<file path="src/rtl/x_clk_div.sv">
// Multi-channel programmable clock-enable generator: per-channel tick and optional square wave.
// Define X_CLK_DIV_SQUARE_EN to build the o_clk square-wave outputs; otherwise o_clk is tied low.
module x_clk_div #(
  parameter int p_channels = 4,
  parameter int p_width    = 8,
  parameter int p_init_div = 4
) (
  input  logic                  i_clk,
  input  logic                  i_nrst,
  input  logic [p_channels-1:0] i_en,
  input  logic                  i_cfg_valid,
  output logic                  o_cfg_ready,
  input  logic [((p_channels > 1) ? $clog2(p_channels) : 1)-1:0] i_cfg_ch,
  input  logic [p_width-1:0]    i_cfg_div,
  output logic [p_channels-1:0] o_busy,
  output logic [p_channels-1:0] o_tick,
  output logic [p_channels-1:0] o_clk
);

  localparam int p_chw = (p_channels > 1) ? $clog2(p_channels) : 1;
  localparam logic [p_width-1:0] one_c = 1;
  localparam logic [p_width:0]   one_w = 1;

  logic xfer;

  // Channel numbers beyond p_channels see ready=1 and the request is dropped.
  always_comb begin
    o_cfg_ready = 1'b1;
    for (int c = 0; c < p_channels; c++) begin
      if (i_cfg_ch == p_chw'(c)) o_cfg_ready = ~o_busy[c];
    end
  end

  assign xfer = i_cfg_valid && o_cfg_ready;

  genvar c;
  generate
    for (c = 0; c < p_channels; c++) begin : g_ch
      logic [p_width-1:0] cnt_q;
      logic [p_width-1:0] div_q;
      logic [p_width-1:0] pend_div_q;
      logic               pend_q;
      logic               tick_q;
      logic               active;
      logic               wrap;
      logic               apply;
      logic               sel;
      logic [p_width-1:0] cnt_nxt;
      logic [p_width-1:0] div_nxt;

      assign active  = i_en[c] && (div_q != '0);
      assign wrap    = active && (cnt_q == (div_q - one_c));
      // Pending ratios land only on a period boundary or while idle.
      assign apply   = pend_q && (wrap || !active);
      assign sel     = xfer && (i_cfg_ch == p_chw'(c));
      assign cnt_nxt = (active && !wrap) ? (cnt_q + one_c) : '0;
      assign div_nxt = apply ? pend_div_q : div_q;

      always_ff @(posedge i_clk) begin
        if (!i_nrst) begin
          cnt_q      <= '0;
          div_q      <= p_width'(p_init_div);
          pend_div_q <= '0;
          pend_q     <= 1'b0;
          tick_q     <= 1'b0;
        end else begin
          cnt_q  <= cnt_nxt;
          div_q  <= div_nxt;
          tick_q <= wrap;
          // A transfer needs pend_q=0, so it never collides with an apply.
          if (sel) begin
            pend_q     <= 1'b1;
            pend_div_q <= i_cfg_div;
          end else if (apply) begin
            pend_q <= 1'b0;
          end
        end
      end

      assign o_tick[c] = tick_q;
      assign o_busy[c] = pend_q;

`ifdef X_CLK_DIV_SQUARE_EN
      logic [p_width:0] half;
      logic             clk_q;

      // Evaluated against the ratio that governs the next cycle; D=0 gives half=0.
      assign half = ({1'b0, div_nxt} + one_w) >> 1;

      always_ff @(posedge i_clk) begin
        if (!i_nrst) begin
          clk_q <= 1'b0;
        end else begin
          clk_q <= active && ({1'b0, cnt_nxt} < half);
        end
      end

      assign o_clk[c] = clk_q;
`else
      assign o_clk[c] = 1'b0;
`endif
    end
  endgenerate

endmodule

</file>
<file path="config.mk">
export PLATFORM = sky130hd
export DESIGN_NAME = x_clk_div
export DESIGN_NICKNAME = d
export VERILOG_FILES = /design/src/rtl/x_clk_div.sv
export SDC_FILE = /design/constraint.sdc
export NUM_CORES = 1
export LEC_CHECK = 0
export ABC_AREA = 0
export BUFFER_PORTS_ARGS = -buffer_cell sky130_fd_sc_hd__buf_2
export CAP_MARGIN = 15
export CORE_MARGIN = 10
export CORE_UTILIZATION = 57
export DETAILED_ROUTE_END_ITERATION = 7
export PLACE_DENSITY = 0.87
export SYNTH_ARGS = -nofsm -noshare
export SYNTH_HDL_FRONTEND = slang
export SYNTH_SLANG_ARGS = --single-unit
</file>
<file path="constraint.sdc">
create_clock -name i_clk -period 3.15 [get_ports i_clk]
set_clock_uncertainty 0.1 [all_clocks]
set_input_delay 0.4725 -clock i_clk [delete_from_list [all_inputs] [get_ports i_clk]]
set_output_delay 0.4725 -clock i_clk [all_outputs]
set_load 0.05 [all_outputs]
</file>
**Word-level counts from Yosys, hierarchy flattened**

Cells that the tools add are included.

- Reduce and logical (&&, ||, !) cells: 46
- Multiplexer cells: 12
- Add/sub/neg operators: 8
- Eq/ne operators: 7
- Bitwise operators: 4

Operators by type and width:

| operator | count |
|---|---|
| 8-bit by 1-bit adder with 8-bit output, second input constant | 4 |
| 8-bit == test | 4 |
| 8-bit nonzero test | 4 |
| 8-bit by 1-bit subtractor with 8-bit output, second input constant | 4 |
| 1-bit logical AND | 21 |
| 1-bit two-way mux | 12 |
| 1-bit logical NOT | 8 |
| 2-bit AND reduction | 4 |
| 2-bit nonzero test | 4 |
| 2-bit == test, second input constant | 2 |
| 1-bit logical OR | 4 |
| 1-bit inverter | 4 |
| 2-bit by 1-bit == test with 1-bit output, second input constant | 1 |
| 2-bit logical NOT | 1 |

- Register bits after elaboration: 104
- Word-level logic and storage cells: 97
- Output and inout bits: 13

**Depth between registers and ports, before layout**

- Word-level depth: 8
- Mapped depth: 11
- Mapped depth without buffers: 8

**Least setup slack after synthesis**

Ideal clock, no wire load.

- Path type: register to register
- From: register g_ch[1].div_q[0]
- To: register g_ch[1].div_q[0]
- Setup slack: 0.504 ns
- Clock period less this slack: 2.646 ns
- Arrival time: 2.475 ns
- Required time: 2.978 ns
- Cell stages (with the launch flop): 12
- Path buffers: 3
- Cell sequence: dfxtp_1 clkbuf_1 inv_1 ha_1 clkbuf_1 o21ba_2 a221oi_1 a41oi_1 o41a_1 nor3b_1 buf_2 mux2i_1

- Longest elaborated chain between the ends: 5
- Elaborated cells on any way between the ends: 8
- Those cells by class: 1 x add/sub; 1 x eq/ne; 6 x reduce/logical

RTL lines:

| item | line | RTL |
|---|---|---|
| start, declared | 40 | `logic [p_width-1:0] div_q;` |
| start signal, assigned | 62 | `div_q <= p_width'(p_init_div);` |
| start signal, assigned | 68 | `div_q <= div_nxt;` |
| 8-bit by 1-bit subtractor with 8-bit output or 8-bit nonzero test (tied branches) | 52, 51 |  |
| 8-bit == test or 1-bit logical AND (tied branches) | 52, 51 |  |
| 1-bit logical AND or 1-bit logical NOT (tied branches) | 52, 54 |  |
| 1-bit logical OR * | 54 | `assign apply = pend_q && (wrap \|\| !active);` |
| 1-bit logical AND * | 54 |  |

Mark *: on every way between the ends. The rest lies on a longest branch, timed or not.
A chain may end at the register's enable or synchronous reset.

**Worst setup path in the final report**

- From: register g_ch[3].div_q[0]
- To: register g_ch[3].div_q[3]

- Longest elaborated chain between the ends: 5
- Elaborated cells on any way between the ends: 8
- Those cells by class: 1 x add/sub; 1 x eq/ne; 6 x reduce/logical

RTL lines:

| item | line |
|---|---|
| start, declared | 40 |
| start signal, assigned | 62 |
| start signal, assigned | 68 |
| 8-bit by 1-bit subtractor with 8-bit output or 8-bit nonzero test (tied branches) | 52, 51 |
| 8-bit == test or 1-bit logical AND (tied branches) | 52, 51 |
| 1-bit logical AND or 1-bit logical NOT (tied branches) | 52, 54 |
| 1-bit logical OR * | 54 |
| 1-bit logical AND * | 54 |

Marked as above.

==> impl_metrics.json <==
{
  "setup_total_negative_slack_ns": 0,
  "drive_above_1_share_pct": 9.60,
  "floorplan.die_area_um2": 13200,
  "final_cell_count_no_fill": 733,
  "synth_flop_cell": "dfxtp_1",
  "ys_seq_area_share_pct": 40.7,
  "global_route_wire_length_before_repair_mm": 17.8,
  "grt_max_degree": 65,
  "worstMarginPinSlew_ns": 0.781,
  "syn-cell-area_um2": 5110,
  "die_x_um": 115,
  "report.final.hold_viol_count": 0,
  "placed_cells_incl_taps": 716,
  "groute.usage.overall_pct": 16.1,
  "worstRegToRegCells": 9,
  "postRouteWirelength_mm": 10.3,
  "syn_avg_cell_area_um2": 8.30,
  "die_height_um": 115,
  "dr.pass1.iters": 4,
  "rsz0062_at_grt": "no",
  "io_buffer_count": 25,
  "netlist-cell-type-count": 56,
  "hpwl_mm": 7.58,
  "finalSetupViolations": 0,
  "post_cts.resized_instances": 0,
  "synthArstFlopShare_pct": 0,
  "crit_required_ns": 3.34,
  "core_um2": 8720,
  "min_delay_path_depth": 3,
  "final_common_cell": "nand2_1",
  "path_max_fanout": 8,
  "vdd.ir_drop.worst_v": 0.000405,
  "antenna_violation_net_count_after_detailed_routing": 0,
  "run_status": "finished clean",
  "cts_max_level": 3,
  "post-route-period-util_pct": 86.9,
  "nNetsFinal": 645,
  "timing.critical_path.slowest_cell_delay_ns": 0.44,
  "floorplan.rows": 34,
  "worstPathCellList": "inv_1 > ha_1 > or3b_4 > or4_4 > a2111oi_4 > o211ai_2 > a21boi_2 > buf_4 > mux2i_1",
  "grt_remaining_overflow": 0,
  "starting_utilization_of_the_core_area_pct": 58.6,
  "timing.max_slew.rel_slack_pct": 47.5,
  "synth.yosys.warnings": 0,
  "startpoint": "g_ch[3].div_q[0]",
  "maxCapViolCount": 0,
  "ctsHoldBuffers": 0,
  "drc": 0,
  "clockBufferDepth": 2,
  "number_of_antenna_violations_at_the_first_check_in_global_routing": 0,
  "worst_hold_path_type": "primary input to flip-flop",
  "cts_inserted_buffers": 9,
  "final_max_slew_viol_count": 0,
  "clkSinkCount": 104,
  "powerDensity_nw_per_um2": 439,
  "critical_path.reg2reg.startpoint": "g_ch[3].div_q[0]",
  "power.static_leakage_nw": 1.94,
  "synth-edff-count": 0,
  "gpl.final_weighted_congestion": 0.891,
  "critPathKind": "flip-flop to flip-flop",
  "cts_tree": "yes",
  "io_pins": 30,
  "avgViaCountPerCell": 5.55,
  "min_period_ns": 2.74,
  "postSynthRegisterBits": 104,
  "cts_setup_buffers": 0,
  "cp.arrival_ns": 2.93,
  "crit_path_top_delay_cell": "or4_4",
  "dr_vias": 4067,
  "final_cell_mix": "nand2_1, dfxtp_1, nor2_1, a21oi_1, xnor2_1",
  "insertedDiodeCount": 0,
  "hold_path.startpoint": "i_cfg_div[5]",
  "first_global_vias": 3966,
  "netlist_instances": 616,
  "routedWlPerCell_um": 14.1,
  "max_freq_mhz": 365,
  "critical_path.startpoint_type": "flip-flop",
  "drt_iter0_markers": 226,
  "clkTransAtPathRegs_ns": 0.10,
  "flow.area_growth_from_synthesis_pct": 6.27,
  "cts_root_buf": "clkbuf_8",
  "worstSetupEndpointType": "flip-flop",
  "clkLatencyLatePin_ns": 0.36
}
## worst max-delay path, delay by kind of cell, from the launching register on
kind            cells  cell delay [ns]
compound gates      3             0.70
fa+ha+maj           1             0.17
buf+inv             2             0.27
flops               1             0.37
mux                 1             0.20
simple gates        2             0.85
## state kept, by name, summed over array words and instances, names as in the netlist
name and count:
g_ch.div_q 32, g_ch.pend_div_q 32, g_ch.pend_q 4, g_ch.tick_q 4, g_ch.cnt_q 32
## path summary, 6_finish.rpt
kind                      endpoint  slack, ns
max               g_ch[3].div_q[3]       0.41
min          g_ch[0].pend_div_q[5]       0.29
max reg2reg       g_ch[3].div_q[3]       0.41
min reg2reg  g_ch[2].pend_div_q[6]       0.36
## synthesized netlist by cell type, types with 4 or more instances
cell,instances,share of area (%)
a21oi_1,36,3.5
and2_1,4,0.49
and3_1,8,0.98
buf_4,13,1.9
clkbuf_1,25,1.8
dfxtp_1,104,41
ha_1,8,2.0
inv_1,12,0.88
mux2i_1,32,6.3
nand2_1,130,9.5
nand2b_1,4,0.49
nand3_1,33,3.2
nor2_1,60,4.4
nor3_1,14,1.4
o21ai_0,6,0.59
xnor2_1,35,6.0
xor2_1,31,5.3
## metrics by stage
stage / cell area, µm² / hold slack [ns] / worst slack (ns) / utilization (%) / power (W)
6_report: 5430 / 0.295 / 0.412 / 62.3 / 0.00238
5_1_grt: 5430 / 0.296 / 0.220 / 62.3 / 0.00247
4_1_cts: 5410 / 0.288 / 0.410 / 62.1 / 0.00240
3_5_place_dp: 5210 / 0.347 / 0.450 / 59.7 / 0.00156
3_3_place_gp: 5210 / 0.346 / 0.560 / 59.7 / 0.00156
2_1_floorplan: 5120 / 0.337 / 0.504 / - / 0.00152
## where the power goes
part | switching [W] | internal (W)
registers | 0.0000215 | 0.00134
logic | 0.000119 | 0.0000596
clock network | 0.000454 | 0.000390
total | 0.000595 | 0.00179
## routing by layer
| layer | vias up | part of all wire (%) | wire length, µm | global-route usage, % |
|---|---|---|---|---|
| li1 | 2058 | - | - | - |
| met1 | 1907 | 45 | 4620 | 20.3 |
| met2 | 90 | 49 | 5060 | 26.8 |
| met3 | 12 | 4.9 | 510 | 2.36 |
| met4 | 0 | 1.4 | 146 | 6.85 |
| met5 | - | 0 | 0 | 0 |
## layout make-up
| type | instances | area [µm²] |
|---|---|---|
| Fill cell | 695 | 3290 |
| Multi-Input combinational cell | 461 | 2780 |
| Sequential cell | 104 | 2080 |
| Timing Repair Buffer | 31 | 183 |
| Clock buffer | 10 | 138 |
| Tap cell | 108 | 135 |
| Clock inverter | 6 | 66.3 |
| Inverter | 13 | 48.8 |
## cells by family after synthesis
| kind of cell | Yosys count | synth area share (%) |
|---|---|---|
| buffers and inverters | 54 | 5.11 |
| muxes | 33 | 6.49 |
| DFF | 104 | 40.7 |
| and+or+nand+nor | 277 | 24.4 |
| xor gates and xnor gates | 66 | 11.3 |
| AOI/OAI and AO/OA | 73 | 9.98 |
| adders and majority gates | 8 | 1.96 |
| other | 1 | 0.0734 |
(Power assumes the default switching activity.)
